`config.mk`:
```
export PLATFORM = sky130hd
export DESIGN_NAME = window_gen_3x3_flat
export DESIGN_NICKNAME = d
export VERILOG_FILES = /design/src/rtl/window_gen_3x3_if.sv /design/src/rtl/window_gen_3x3.sv /design/src/flat_wrapper.sv
export SDC_FILE = /design/constraint.sdc
export NUM_CORES = 1
export LEC_CHECK = 0
export ABC_AREA = 1
export BUFFER_PORTS_ARGS = -buffer_cell sky130_fd_sc_hd__clkbuf_2
export CELL_PAD_IN_SITES_DETAIL_PLACEMENT = 1
export CELL_PAD_IN_SITES_GLOBAL_PLACEMENT = 2
export CORE_MARGIN = 5
export CORE_UTILIZATION = 43
export CTS_CLUSTER_SIZE = 25
export DETAILED_ROUTE_END_ITERATION = 8
export HOLD_SLACK_MARGIN = 0.05
export PLACE_DENSITY = 0.84
export SLEW_MARGIN = 40
export SYNTH_ARGS = -nofsm -noshare
export SYNTH_HDL_FRONTEND = slang
export SYNTH_SLANG_ARGS = --single-unit
export TNS_END_PERCENT = 1
```
`constraint.sdc`:
```
create_clock -name clock -period 5.3 [get_ports clock]
set_input_delay 1.06 -clock clock [delete_from_list [all_inputs] [get_ports clock]]
set_output_delay 1.06 -clock clock [all_outputs]
set_load 0.05 [all_outputs]
```
`src/rtl/window_gen_3x3_if.sv`:
```
// Stream-in / window-out bundle for window_gen_3x3.
// master = the window generator itself, slave = the pixel source / window consumer side.
interface window_gen_3x3_if #(
    parameter int CNT_WIDTH = 16
);
    logic                 in_valid;
    logic                 in_ready;
    logic [7:0]           in_pixel;
    logic                 in_sof;

    logic [7:0]           pixel_pp, pixel_p0, pixel_pm;
    logic [7:0]           pixel_0p, pixel_00, pixel_0m;
    logic [7:0]           pixel_mp, pixel_m0, pixel_mm;
    logic                 on_edge;
    logic                 out_valid;
    logic [CNT_WIDTH-1:0] out_x;
    logic [CNT_WIDTH-1:0] out_y;
    logic                 frame_done;
    logic                 sof_error;

    modport master (
        input  in_valid, in_pixel, in_sof,
        output in_ready,
        output pixel_pp, pixel_p0, pixel_pm, pixel_0p, pixel_00, pixel_0m,
        output pixel_mp, pixel_m0, pixel_mm,
        output on_edge, out_valid, out_x, out_y, frame_done, sof_error
    );

    modport slave (
        output in_valid, in_pixel, in_sof,
        input  in_ready,
        input  pixel_pp, pixel_p0, pixel_pm, pixel_0p, pixel_00, pixel_0m,
        input  pixel_mp, pixel_m0, pixel_mm,
        input  on_edge, out_valid, out_x, out_y, frame_done, sof_error
    );
endinterface

```
`src/rtl/window_gen_3x3.sv`:
```
// Raster pixel stream -> 3x3 window generator with self-inserted pad column/row.
// Optional WINDOW_GEN_FRAME_CNT_EN adds a 16-bit completed-frame counter output.
module window_gen_3x3 #(
    parameter int IMG_WIDTH  = 16,
    parameter int IMG_HEIGHT = 16,
    parameter int CNT_WIDTH  = 16
) (
    input logic              clock,
    input logic              reset,
    window_gen_3x3_if.master bus
`ifdef WINDOW_GEN_FRAME_CNT_EN
    ,
    output logic [15:0]      frame_count
`endif
);
    localparam int AW = $clog2(IMG_WIDTH + 1);
    localparam logic [CNT_WIDTH-1:0] ONE    = CNT_WIDTH'(1);
    localparam logic [CNT_WIDTH-1:0] C_LAST = CNT_WIDTH'(IMG_WIDTH - 1);
    localparam logic [CNT_WIDTH-1:0] C_PAD  = CNT_WIDTH'(IMG_WIDTH);
    localparam logic [CNT_WIDTH-1:0] R_PAD  = CNT_WIDTH'(IMG_HEIGHT);

    typedef enum logic [2:0] {S_IDLE, S_RUN, S_PAD_COL, S_FLUSH, S_DONE} state_t;

    state_t                  state_q, state_d;
    logic [CNT_WIDTH-1:0]    c_q, c_d, r_q, r_d;
    logic [1:0][2:0][7:0]    hist_q, hist_d;
    logic [2:0][2:0][7:0]    win_q, win_d;
    logic                    out_valid_q, out_valid_d;
    logic                    on_edge_q, on_edge_d;
    logic [CNT_WIDTH-1:0]    out_x_q, out_x_d, out_y_q, out_y_d;
    logic                    sof_error_q, sof_error_d;

    logic [7:0]              lb1_q [IMG_WIDTH+1];
    logic [7:0]              lb2_q [IMG_WIDTH+1];

    logic                    in_ready, accept, restart, proc, emit;
    logic [CNT_WIDTH-1:0]    pc, pr;
    logic [7:0]              pv;
    logic [AW-1:0]           pa;
    logic [2:0][7:0]         new_col;

    assign in_ready = reset && (state_q == S_IDLE || state_q == S_RUN || state_q == S_DONE);
    assign accept   = bus.in_valid && in_ready;

    // Next-state / beat selection. (pc, pr, pv) is the virtual-grid beat processed this cycle.
    always_comb begin
        state_d = state_q;
        c_d     = c_q;
        r_d     = r_q;
        restart = 1'b0;
        proc    = 1'b0;
        pc      = c_q;
        pr      = r_q;
        pv      = 8'h00;
        case (state_q)
            S_IDLE, S_DONE: begin
                state_d = S_IDLE;
                c_d     = '0;
                r_d     = '0;
                restart = accept && bus.in_sof;
            end
            S_RUN: begin
                if (accept && bus.in_sof) begin
                    restart = 1'b1;
                end else if (accept) begin
                    proc = 1'b1;
                    pv   = bus.in_pixel;
                    if (c_q == C_LAST) begin
                        c_d     = C_PAD;
                        state_d = S_PAD_COL;
                    end else begin
                        c_d = c_q + ONE;
                    end
                end
            end
            S_PAD_COL: begin
                proc    = 1'b1;
                c_d     = '0;
                r_d     = r_q + ONE;
                state_d = (r_q + ONE == R_PAD) ? S_FLUSH : S_RUN;
            end
            S_FLUSH: begin
                proc = 1'b1;
                if (c_q == C_PAD) begin
                    c_d     = '0;
                    state_d = S_DONE;
                end else begin
                    c_d = c_q + ONE;
                end
            end
            default: state_d = S_IDLE;
        endcase
        // A sof beat always becomes (0,0), whether it opens a frame or abandons one.
        if (restart) begin
            proc    = 1'b1;
            pc      = '0;
            pr      = '0;
            pv      = bus.in_pixel;
            c_d     = ONE;
            r_d     = '0;
            state_d = S_RUN;
        end
    end

    assign pa      = pc[AW-1:0];
    assign new_col = {pv, lb1_q[pa], lb2_q[pa]};
    assign emit    = proc && (pc != '0) && (pr != '0);

    // Window = two previously processed columns plus the column just formed; held while idle.
    always_comb begin
        hist_d      = proc ? {new_col, hist_q[1]} : hist_q;
        win_d       = emit ? {new_col, hist_q[1], hist_q[0]} : win_q;
        out_valid_d = emit;
        out_x_d     = emit ? pc - ONE : out_x_q;
        out_y_d     = emit ? pr - ONE : out_y_q;
        on_edge_d   = emit ? (pc == ONE || pc == C_PAD || pr == ONE || pr == R_PAD) : on_edge_q;
        sof_error_d = restart && (state_q == S_RUN);
    end

    always_ff @(posedge clock or negedge reset) begin
        if (!reset) begin
            state_q     <= S_IDLE;
            c_q         <= '0;
            r_q         <= '0;
            hist_q      <= '0;
            win_q       <= '0;
            out_valid_q <= 1'b0;
            on_edge_q   <= 1'b0;
            out_x_q     <= '0;
            out_y_q     <= '0;
            sof_error_q <= 1'b0;
        end else begin
            state_q     <= state_d;
            c_q         <= c_d;
            r_q         <= r_d;
            hist_q      <= hist_d;
            win_q       <= win_d;
            out_valid_q <= out_valid_d;
            on_edge_q   <= on_edge_d;
            out_x_q     <= out_x_d;
            out_y_q     <= out_y_d;
            sof_error_q <= sof_error_d;
        end
    end

    // lb1 holds row r-1, lb2 row r-2 at each column; contents are don't-care after reset.
    always_ff @(posedge clock) begin
        if (proc) begin
            lb2_q[pa] <= lb1_q[pa];
            lb1_q[pa] <= pv;
        end
    end

`ifdef WINDOW_GEN_FRAME_CNT_EN
    logic [15:0] frame_count_q, frame_count_d;

    always_comb frame_count_d = (state_q == S_DONE) ? frame_count_q + 16'd1 : frame_count_q;

    always_ff @(posedge clock or negedge reset) begin
        if (!reset) frame_count_q <= '0;
        else        frame_count_q <= frame_count_d;
    end

    assign frame_count = frame_count_q;
`endif

    assign bus.in_ready   = in_ready;
    assign bus.pixel_pp   = win_q[2][2];
    assign bus.pixel_p0   = win_q[2][1];
    assign bus.pixel_pm   = win_q[2][0];
    assign bus.pixel_0p   = win_q[1][2];
    assign bus.pixel_00   = win_q[1][1];
    assign bus.pixel_0m   = win_q[1][0];
    assign bus.pixel_mp   = win_q[0][2];
    assign bus.pixel_m0   = win_q[0][1];
    assign bus.pixel_mm   = win_q[0][0];
    assign bus.on_edge    = on_edge_q;
    assign bus.out_valid  = out_valid_q;
    assign bus.out_x      = out_x_q;
    assign bus.out_y      = out_y_q;
    assign bus.frame_done = (state_q == S_DONE);
    assign bus.sof_error  = sof_error_q;
endmodule

```
`src/flat_wrapper.sv`:
```
// flat-port wrapper written by rule: the top's interface ports become plain ports
module window_gen_3x3_flat 
#(
    parameter int IMG_WIDTH  = 16,
    parameter int IMG_HEIGHT = 16,
    parameter int CNT_WIDTH  = 16
)
  (clock, reset, bus_in_valid, bus_in_pixel, bus_in_sof, bus_in_ready, bus_pixel_pp, bus_pixel_p0, bus_pixel_pm, bus_pixel_0p, bus_pixel_00, bus_pixel_0m, bus_pixel_mp, bus_pixel_m0, bus_pixel_mm, bus_on_edge, bus_out_valid, bus_out_x, bus_out_y, bus_frame_done, bus_sof_error);
  window_gen_3x3_if #(.CNT_WIDTH(CNT_WIDTH)) bus_i ();
  input logic clock;
  input logic reset;
  input wire logic [$bits(bus_i.in_valid)-1:0] bus_in_valid;
  input wire logic [$bits(bus_i.in_pixel)-1:0] bus_in_pixel;
  input wire logic [$bits(bus_i.in_sof)-1:0] bus_in_sof;
  output wire logic [$bits(bus_i.in_ready)-1:0] bus_in_ready;
  output wire logic [$bits(bus_i.pixel_pp)-1:0] bus_pixel_pp;
  output wire logic [$bits(bus_i.pixel_p0)-1:0] bus_pixel_p0;
  output wire logic [$bits(bus_i.pixel_pm)-1:0] bus_pixel_pm;
  output wire logic [$bits(bus_i.pixel_0p)-1:0] bus_pixel_0p;
  output wire logic [$bits(bus_i.pixel_00)-1:0] bus_pixel_00;
  output wire logic [$bits(bus_i.pixel_0m)-1:0] bus_pixel_0m;
  output wire logic [$bits(bus_i.pixel_mp)-1:0] bus_pixel_mp;
  output wire logic [$bits(bus_i.pixel_m0)-1:0] bus_pixel_m0;
  output wire logic [$bits(bus_i.pixel_mm)-1:0] bus_pixel_mm;
  output wire logic [$bits(bus_i.on_edge)-1:0] bus_on_edge;
  output wire logic [$bits(bus_i.out_valid)-1:0] bus_out_valid;
  output wire logic [$bits(bus_i.out_x)-1:0] bus_out_x;
  output wire logic [$bits(bus_i.out_y)-1:0] bus_out_y;
  output wire logic [$bits(bus_i.frame_done)-1:0] bus_frame_done;
  output wire logic [$bits(bus_i.sof_error)-1:0] bus_sof_error;
  assign bus_i.in_valid = bus_in_valid;
  assign bus_i.in_pixel = bus_in_pixel;
  assign bus_i.in_sof = bus_in_sof;
  assign bus_in_ready = bus_i.in_ready;
  assign bus_pixel_pp = bus_i.pixel_pp;
  assign bus_pixel_p0 = bus_i.pixel_p0;
  assign bus_pixel_pm = bus_i.pixel_pm;
  assign bus_pixel_0p = bus_i.pixel_0p;
  assign bus_pixel_00 = bus_i.pixel_00;
  assign bus_pixel_0m = bus_i.pixel_0m;
  assign bus_pixel_mp = bus_i.pixel_mp;
  assign bus_pixel_m0 = bus_i.pixel_m0;
  assign bus_pixel_mm = bus_i.pixel_mm;
  assign bus_on_edge = bus_i.on_edge;
  assign bus_out_valid = bus_i.out_valid;
  assign bus_out_x = bus_i.out_x;
  assign bus_out_y = bus_i.out_y;
  assign bus_frame_done = bus_i.frame_done;
  assign bus_sof_error = bus_i.sof_error;
  window_gen_3x3 #(.IMG_WIDTH(IMG_WIDTH), .IMG_HEIGHT(IMG_HEIGHT), .CNT_WIDTH(CNT_WIDTH)) u_core (.clock(clock), .reset(reset), .bus(bus_i));
endmodule
```
Word level (Yosys, flattened, before mapping)
Memories as Yosys holds them, arrays and structs flattened.
Cells that the tools add are included.

storage, ports and cells
  RAM bits = 272
  input bits = 12
  output and inout bits = 109
  memories kept = 2
  logic and storage cells = 94
  bits in registers = 190

cells by class
  reduce and logical (&&, ||, !) cells = 21
  $add $sub $neg = 4
  muxes and demuxes = 29
  eq/ne operators = 15

memory list
  memory        words  bits a word  read ports  clocked after memory_dff  write ports  RTL line              source
  u_core.lb1_q  17     8            1           0                         1            window_gen_3x3.sv:33  logic [7:0] lb1_q [IMG_WIDTH+1];
  u_core.lb2_q  17     8            1           0                         1            window_gen_3x3.sv:34  logic [7:0] lb2_q [IMG_WIDTH+1];

operators by type and width
  kind                   number
  $mux 16                8
  $eq 16x5->1 const B    4
  $pmux 16 s3            1
  $add 16x1->16 const B  2
  $eq 16x1->1 const B    2
  $mux 8                 4
  $pmux 16 s2            1
  $reduce_bool 16->1     2
  $sub 16x1->16 const B  2
  $eq 16x4->1 const B    1
  $mux 3                 5
  $pmux 3 s3             1
  $eq 3x2->1 const B     2
  $logic_and 1x1->1      6
  $mux 1                 6
  $ne 3x1->1 const B     2
  $ne 3x2->1 const B     2
  $logic_or 1x1->1       5
  $pmux 1 s2             2
  $reduce_and 4->1       1
  $reduce_bool 4->1      1
  $reduce_or 2->1        2
  $eq 3x1->1 const B     1
  $eq 3x3->1 const B     1
  other kinds (5)        5

Logic depth before layout (Yosys ltp)
Gate-level depths: netlist of run 1.

  depth after elaboration = 13
  mapped depth = 15
  depth with buffers taken out = 14

Worst setup path after synthesis of run 1
OpenSTA, ideal clock, no wires.

  path kind = input to register
  from = input port bus_in_sof
  to = memory u_core.lb1_q[0][0] (enable)
  arrival = 3,551 ps
  slack = 1,339 ps
  path buffers = 4
  required time = 4,891 ps
  stages on the path = 9
  cell sequence = nand4_2 -> buf_6 -> nand2_2 -> buf_2 -> buf_2 -> ha_1 -> clkbuf_1 -> nand2_1 -> nor3_1

on the way
  word-level cells in the longest chain between the ends = 6
  elaborated cells between the ends (all ways) = 9
  classes of those cells = 8 x mux; 1 x reduce/logical

ends and longest elaborated chain
  element                       RTL line                                    source
  start, declared               flat_wrapper.sv:14                          input wire logic [$bits(bus_i.in_sof)-1:0] bus_in_sof;
  $logic_and 1x1->1 *           window_gen_3x3.sv:60, window_gen_3x3.sv:63
  $mux 1                        window_gen_3x3.sv:63                        if (accept && bus.in_sof) begin
  $pmux 1 s2                    window_gen_3x3.sv:55                        case (state_q)
  $mux 1                        window_gen_3x3.sv:94                        if (restart) begin
  $mux 1                        window_gen_3x3.sv:148                       if (proc) begin
  $mux 1 (implied by the code)  window_gen_3x3.sv:150                       lb1_q[pa] <= pv;
  end, declared                 window_gen_3x3.sv:33

Mark *: on every way between the ends. The rest lies on a longest branch, timed or not.

Worst setup path in the final report of run 1
  from = register u_core.state_q[0]
  to = register u_core.win_q (netlist bit u_core.bus.pixel_m0[1])

on the way
  word-level cells in the longest chain between the ends = 12
  elaborated cells between the ends (all ways) = 24
  classes of those cells = 4 x eq/ne; 8 x mux; 12 x reduce/logical

ends and longest elaborated chain
  element                                               RTL line                                    source
  start, declared                                       window_gen_3x3.sv:24                        state_t state_q, state_d;
  start signal, assigned                                window_gen_3x3.sv:133                       state_q <= state_d;
  $eq 3x1->1 / $logic_not 3->1 (equally long branches)  window_gen_3x3.sv:42, window_gen_3x3.sv:55
  $logic_or 1x1->1 (2 in a row)                         window_gen_3x3.sv:42                        assign in_ready = reset && (state_q == S_IDLE || state_q == S_RUN || state_q == S_DONE);
  $logic_and 1x1->1                                     window_gen_3x3.sv:42
  $logic_and 1x1->1                                     window_gen_3x3.sv:43                        assign accept = bus.in_valid && in_ready;
  $logic_and 1x1->1                                     window_gen_3x3.sv:60, window_gen_3x3.sv:63
  $mux 1                                                window_gen_3x3.sv:63
  $pmux 1 s2                                            window_gen_3x3.sv:55
  $mux 16                                               window_gen_3x3.sv:94
  $reduce_bool 16->1                                    window_gen_3x3.sv:107                       assign emit = proc && (pc != '0) && (pr != '0);
  $logic_and 1x1->1                                     window_gen_3x3.sv:107
  $logic_and 1x1->1 *                                   window_gen_3x3.sv:107
  end signal, assigned                                  window_gen_3x3.sv:137                       win_q <= win_d;
  end, declared                                         window_gen_3x3.sv:27                        logic [2:0][2:0][7:0] win_q, win_d;

Marks and branches as above.
A chain may end at the register's enable or synchronous reset.

==> impl_metrics.env, run 1 <==
export IMPL_outcome="finished clean"
export IMPL_grt_pass1_wl_mm=97.1
export IMPL_ctsResizeCount=0
export IMPL_post_cts_buffers=0
export IMPL_yosys_area_top_type="edfxtp_1"
export IMPL_synthAdderAreaFrac_pct=0.426
export IMPL_synth_avg_cell_area_um2=9.97
export IMPL_worst_path_max_fanout=131
export IMPL_grt_overflow_total=0
export IMPL_async_reset_ff_share_pct=41.1
export IMPL_slowest_delay_ps=440
export IMPL_antenna_found_initial=1
export IMPL_synth_top_family_by_area="simple AND/OR/NAND/NOR gates"
export IMPL_rsz0062_at_grt="false"
export IMPL_setup_viol_count_final=0
export IMPL_synthFlopType="edfxtp_1"
export IMPL_ys_top_cells_by_area="edfxtp_1, dfrtp_1, nand2_1"
export IMPL_cts_sinks=462
export IMPL_cp_end_kind="flip-flop"
export IMPL_fmax_mhz=293
export IMPL_holdWs_ps=471
export IMPL_die_area_mm2=0.0523
export IMPL_area_delta_synth_final_pct=15.2
export IMPL_crit_family="simple AND/OR/NAND/NOR gates"
export IMPL_io_pins=121
export IMPL_wire_per_inst_um=22.0
export IMPL_yosys_register_bits=462
export IMPL_fin_setup_tns_ps=0
export IMPL_dp_final_hpwl_mm=38.8
export IMPL_hold_class="flip-flop to flip-flop"
export IMPL_rows=80
export IMPL_drv_cap=0
export IMPL_synthCells=2062
export IMPL_post_route_drc_count=0
export IMPL_holdPathEnd="u_core.bus.pixel_pp[0]$_DFFE_PN0P_"
export IMPL_fin_nets=2203
export IMPL_holdPathStages=2
export IMPL_cts_buffers_inserted=51
export IMPL_ys_seq_area_share_pct=62.8
export IMPL_cts_buffer_depth=3
export IMPL_vdd_ir_drop_max_uv=260
export IMPL_synth_cell_types=42
export IMPL_postRouteAntennaNets=0
export IMPL_yosysMostFrequentCell="nand2_1"
export IMPL_cp_start_kind="flip-flop"
export IMPL_core_area_mm2=0.0475
export IMPL_drive_above_1_share_pct=16.4
export IMPL_critPathSlowestCell="buf_12"
export IMPL_leakage_uw=0.00977
export IMPL_grt_pass1_vias=16300
export IMPL_initial_core_util_pct=43.2
export IMPL_cp_required_ps=5830
export IMPL_crit_chain="a21oi_1 -> nand4_4 -> buf_4 -> nand2_2 -> buf_4 -> ha_1 -> nand3_1 -> nand3_4 -> buf_12 -> nand2_1 -> nand2_1"
export IMPL_clk_pin_slew_ps=60
export IMPL_synthSimpleGateAreaFrac_pct=23.6
export IMPL_fin_crit_sh_pct=64.4
export IMPL_synth_compound_area_share_pct=5.82
export IMPL_drt_initial_drc_count=1393
export IMPL_num_vias=15500
export IMPL_tightest_slew_ps=834
export IMPL_antenna_cells=0
export IMPL_arrival_ps=3940
export IMPL_min_from="u_core.bus.pixel_pp[0]$_DFFE_PN0P_"
export IMPL_r2r_end="u_core.bus.pixel_m0[1]$_DFFE_PN0P_"
export IMPL_syn_num_nets=2081
export IMPL_grt_max_degree=132
export IMPL_postCtsHoldBufs=0
export IMPL_synthXorXnorAreaFrac_pct=1.19
export IMPL_muxShareOfSynthArea_pct=0
export IMPL_crit_type="flip-flop to flip-flop"
export IMPL_fin_crit_ps=3410
export IMPL_die_height_um=229
export IMPL_yosys_warnings=0
export IMPL_via_per_inst=5.45
export IMPL_dr_pass1_iters=5
export IMPL_root_buffer="clkbuf_16"
export IMPL_worstSetupStartpoint="u_core.state_q[0]$_DFFE_PN0P_"
export IMPL_place_gp_congestion=0.794
export IMPL_path_buf_inv=3
export IMPL_regToRegStartpoint="u_core.state_q[0]$_DFFE_PN0P_"
export IMPL_syn_area_mm2=0.0206
export IMPL_track_usage_pct=23.5
export IMPL_htreeDepth=2
export IMPL_skew_ps=28.0
export IMPL_finalMaxSlewViolations=0
export IMPL_io_buffers=120
export IMPL_hold_viol_final=0
export IMPL_yosys_top_cells_count="nand2_1, edfxtp_1, nand3_1"
export IMPL_reg2reg_depth=11
export IMPL_wl_mm=62.3
export IMPL_insertion_delay_ps=610
export IMPL_yosysTopAreaCellShare_pct=39.7
export IMPL_die_w_um=229
export IMPL_slew_headroom_pct=44.4
export IMPL_cts_tree="built"
export IMPL_synth_edf_count=272
export IMPL_r2r_setup_slack_ps=1890
export IMPL_power_density_mw_per_mm2=315
-- how the worst max path moves through the flow --
stage / endpoint / slack (ps) / cells after the start
global route: u_core.bus.pixel_mm[3]$_DFFE_PN0P_ / 1730 / 11
CTS: u_core.bus.out_x[7]$_DFFE_PN0P_ / 1880 / 10
finish: u_core.bus.pixel_m0[1]$_DFFE_PN0P_ / 1890 / 11
floorplan: u_core.lb1_q[0][0]$_DFFE_PP_ / 1340 / 9
detailed placement: u_core.bus.pixel_m0[1]$_DFFE_PN0P_ / 1430 / 11
global placement: u_core.lb2_q[12][6]$_DFFE_PP_ / 1120 / 11
-- worst register-to-register path: cells and delay by family (launching register included) --
family	cells	cell delay (ps)
compound gates	1	280
flops	1	420
fa+ha+maj	1	390
buf+inv	3	1040
simple gates	6	1220
-- area by class of cell --
class,count,area (um^2)
fill,5278,23800
multi-input combinational,1311,6470
timing repair buffer,182,1160
tap,615,769
clock buffer,68,1410
clock inverter,24,307
inverter,176,661
sequential,462,12900
-- metrics by stage --
| step | area, um^2 | power [uW] | util (%) | std cells | setup slack [ps] |
|---|---|---|---|---|---|
| floorplan | 20600 | 3850 | - | 2062 | 1340 |
| global placement | 21900 | 3890 | 46.1 | 2746 | 1120 |
| detailed placement | 22000 | 3890 | 46.2 | 2746 | 1430 |
| CTS | 23700 | 7540 | 49.8 | 2838 | 1880 |
| global route | 23700 | 7700 | 49.8 | 2838 | 1730 |
| finish | 23700 | 7470 | 49.8 | 2838 | 1890 |
-- state kept, by name (all words and copies together) (netlist names), 8 cells and up --
| name | count |
|---|---|
| u_core.lb1_q | 136 |
| u_core.lb2_q | 136 |
| u_core.hist_q | 48 |
| u_core.bus.out_x | 16 |
| u_core.bus.out_y | 16 |
| u_core.c_q | 16 |
| u_core.r_q | 16 |
| u_core.bus.pixel_00 | 8 |
| u_core.bus.pixel_0m | 8 |
| u_core.bus.pixel_0p | 8 |
| u_core.bus.pixel_m0 | 8 |
| u_core.bus.pixel_mm | 8 |
| u_core.bus.pixel_mp | 8 |
| u_core.bus.pixel_p0 | 8 |
| u_core.bus.pixel_pm | 8 |
| u_core.bus.pixel_pp | 8 |
-- logic make-up (layout without fill, tap and decap cells) --
group / Yosys count / in the layout
AO/OA/AOI/OAI: 187 / 187
AND/OR/NAND/NOR: 1089 / 1089
XOR/XNOR: 28 / 28
adder cells (fa/ha/maj): 7 / 7
buffers and inverters: 289 / 450
flip-flops: 462 / 462
-- power breakdown --
group / switching, uW / internal [uW]
clock network: 1480 / 2160
logic: 34.4 / 5.87
registers: 0 / 3780
total: 1520 / 5950
-- layout by cell type (no fill, tap or decap), types with 3 or more instances in the layout --
cell type / n
inv_1: 168
nor3_1: 11
nor2_4: 3
or2_2: 56
clkinv_2: 9
nor2_1: 124
clkbuf_8: 6
nand3_1: 201
o31ai_1: 3
ha_1: 7
clkbuf_16: 52
inv_2: 8
dfrtp_1: 189
bufinv_16: 6
nand2_1: 588
nand2_2: 12
clkbuf_1: 11
nor2_2: 7
xnor2_1: 8
nand4_1: 28
buf_4: 54
clkbuf_2: 119
o21ai_2: 3
edfxtp_1: 272
clkinv_1: 5
nor3_2: 4
o21ai_0: 71
o21ai_1: 15
buf_12: 6
o22ai_1: 11
nand3b_1: 49
a21oi_4: 4
a21oi_1: 23
o2111ai_1: 49
xor2_1: 20
-- routing by layer --
metal	vias up	part of all wire, %	GRT usage, %
li1	7134	-	-
met1	7801	45	33.1
met2	449	47	37.9
met3	92	6.2	4.73
met4	0	2.0	5.67
met5	-	0	0
(Power assumes the default switching activity.)
==> run 2, diff against run 1 <==
--- a/config.mk
+++ b/config.mk
@@ -10,11 +10,11 @@
 export CELL_PAD_IN_SITES_DETAIL_PLACEMENT = 1
 export CELL_PAD_IN_SITES_GLOBAL_PLACEMENT = 2
 export CORE_MARGIN = 5
-export CORE_UTILIZATION = 43
+export CORE_UTILIZATION = 40
 export CTS_CLUSTER_SIZE = 25
 export DETAILED_ROUTE_END_ITERATION = 8
 export HOLD_SLACK_MARGIN = 0.05
-export PLACE_DENSITY = 0.84
+export PLACE_DENSITY = 0.79
 export SLEW_MARGIN = 40
 export SYNTH_ARGS = -nofsm -noshare
 export SYNTH_HDL_FRONTEND = slang
==> constraint.sdc (replaced) <==
create_clock -name clock -period 3.55 [get_ports clock]
set_input_delay 0.71 -clock clock [delete_from_list [all_inputs] [get_ports clock]]
set_output_delay 0.71 -clock clock [all_outputs]
set_load 0.05 [all_outputs]
==> run 2 against run 1 <==
Register-to-register slack got worse by 1400 ps. Die area increased by 7.2%. Non-clock buffer count rose by 25. Sequential share of layout area is 0.74 points lower. Global-route usage down 1.7 points. Core utilization down 2.8 points. Maximum frequency is 12% higher. Critical path type unchanged. Power rose by 50%.
==> impl_metrics.env, run 2 (same netlist as run 1, synthesis figures left out) <==
export IMPL_outcome="finished clean"
export IMPL_clk_pin_slew_ps=60
export IMPL_holdWs_ps=227
export IMPL_utilization_pct=47.0
export IMPL_fin_crit_ps=3050
export IMPL_n_fill_cell=5769
export IMPL_finalMaxSlewViolations=0
export IMPL_rows=83
export IMPL_insertion_delay_ps=610
export IMPL_crit_top_cell="buf_4"
export IMPL_path_buf_inv=4
export IMPL_place_gp_congestion=0.832
export IMPL_post_route_drc_count=0
export IMPL_via_per_inst=5.27
export IMPL_post_cts_buffers=0
export IMPL_dr_pass1_iters=5
export IMPL_wire_per_inst_um=21.3
export IMPL_hold_viol_final=0
export IMPL_die_area_mm2=0.0560
export IMPL_antenna_cells=0
export IMPL_grt_max_degree=93
export IMPL_crit_chain="a21oi_1 -> nand4_4 -> nand2_2 -> buf_4 -> inv_2 -> buf_4 -> o21ai_0 -> nand3_1 -> nand3_1 -> a21oi_1 -> buf_4"
export IMPL_io_pins=121
export IMPL_cp_required_ps=3870
export IMPL_arrival_ps=3370
export IMPL_cts_buffer_depth=3
export IMPL_fmax_mhz=328
export IMPL_fin_cells=2932
export IMPL_cp_start_kind="flip-flop"
export IMPL_cp_end_kind="flip-flop"
export IMPL_track_usage_pct=21.8
export IMPL_rsz0062_at_grt="false"
export IMPL_slowest_delay_ps=420
export IMPL_biggestRegsByFlops="u_core.lb1_q x136, u_core.lb2_q x136, u_core.hist_q x48"
export IMPL_cts_tree="built"
export IMPL_core_area_mm2=0.0511
export IMPL_leakage_uw=0.00993
export IMPL_dp_final_hpwl_mm=40.0
export IMPL_slew_headroom_pct=46.0
export IMPL_htreeDepth=2
export IMPL_setup_viol_count_final=0
export IMPL_cts_sinks=462
export IMPL_ctsResizeCount=0
export IMPL_io_buffers=120
export IMPL_dpl_cell_area_mm2=0.0223
export IMPL_skew_ps=24.6
export IMPL_tightest_slew_ps=810
export IMPL_fin_nets=2228
export IMPL_area_delta_synth_final_pct=16.8
export IMPL_crit_family="buffers and inverters"
export IMPL_vdd_ir_drop_max_uv=489
export IMPL_antenna_found_initial=0
export IMPL_mostFrequentLayoutCells="nand2_1, edfxtp_1, nand3_1"
export IMPL_die_height_um=237
export IMPL_worst_path_max_fanout=20
export IMPL_drive_above_1_share_pct=17.4
export IMPL_num_vias=15500
export IMPL_hold_class="primary input to async pin"
export IMPL_wl_mm=62.4
export IMPL_grt_pass1_wl_mm=96.3
export IMPL_dp_cells=2836
export IMPL_postRouteAntennaNets=0
export IMPL_power_density_mw_per_mm2=466
export IMPL_postCtsHoldBufs=0
export IMPL_grt_pass1_vias=16000
export IMPL_cts_buffers_inserted=51
export IMPL_drv_cap=0
export IMPL_critPathSlowestCell="dfrtp_1"
export IMPL_fin_crit_sh_pct=86.0
export IMPL_crit_type="flip-flop to flip-flop"
export IMPL_initial_core_util_pct=40.2
export IMPL_grt_overflow_total=0
export IMPL_root_buffer="clkbuf_16"
export IMPL_layout_commonest_cell="nand2_1"
export IMPL_drt_initial_drc_count=1106
export IMPL_die_w_um=237
export IMPL_fin_area_mm2=0.0240
[run 2: changes by cell type in the layout (fill, tap and decap cells not counted), sizes merged]
cell	before	now
buf	62	87
clkinv	16	26
clkbuf	188	182
[run 2: routing by layer]
| metal | global-route usage [%] | vias up | part of all wire (%) |
|---|---|---|---|
| li1 | - | 7204 | - |
| met4 | 5.30 | 0 | 2.2 |
| met5 | 0 | - | 0 |
| met1 | 30.1 | 7790 | 45 |
| met3 | 3.82 | 83 | 5.2 |
| met2 | 36.2 | 376 | 48 |
[run 2: worst paths after layout]
path | depth (start not counted) | start | slack (ps) | endpoint
setup / recovery | 11 | u_core.state_q[0]$_DFFE_PN0P_ | 500 | u_core.lb2_q[1][1]$_DFFE_PP_
hold / removal | 2 | reset | 230 | u_core.state_q[0]$_DFFE_PN0P_
setup reg to reg | 11 | u_core.state_q[0]$_DFFE_PN0P_ | 500 | u_core.lb2_q[1][1]$_DFFE_PP_
hold reg to reg | 2 | u_core.hist_q[12]$_DFFE_PN0P_ | 470 | u_core.hist_q[12]$_DFFE_PN0P_
max in group asynchronous | 3 | reset | 2140 | u_core.bus.pixel_0p[1]$_DFFE_PN0P_
min in group clock | 3 | bus_in_pixel[1] | 390 | u_core.hist_q[41]$_DFFE_PN0P_
[run 2: layout make-up]
cell class / count / area, um^2 / area share (%)
timing repair buffer: 207 / 1400 / 5.84
sequential: 462 / 12900 / 53.8
tap: 680 / 851 / 3.54
clock inverter: 34 / 350 / 1.46
multi-input combinational: 1311 / 6440 / 26.8
clock buffer: 62 / 1390 / 5.78
inverter: 176 / 661 / 2.75
[run 2: per-stage QoR]
stage | setup WS [ps] | total power (uW) | setup TNS (ps)
3_3_place_gp | 242 | 5810 | 0
2_1_floorplan | -60.6 | 5750 | -1940
3_5_place_dp | 216 | 5820 | 0
4_1_cts | 416 | 11300 | 0
5_1_grt | 242 | 11600 | 0
6_report | 497 | 11200 | 0
[run 2: power by group]
group / internal [uW] / total [uW] / switching (uW) / leakage, uW
clock: 3230 / 5490 / 2260 / 0.000863
sequential: 5640 / 5640 / 0 / 0.00399
combinational: 9.16 / 61.5 / 52.3 / 0.00507
[run 2: worst reg2reg max path, stage by stage (launching register included)]
cell,delay (ps)
dfrtp_1,420
a21oi_1,240
nand4_4,280
nand2_2,190
buf_4,330
inv_2,200
buf_4,250
o21ai_0,170
nand3_1,90
nand3_1,170
a21oi_1,170
buf_4,240
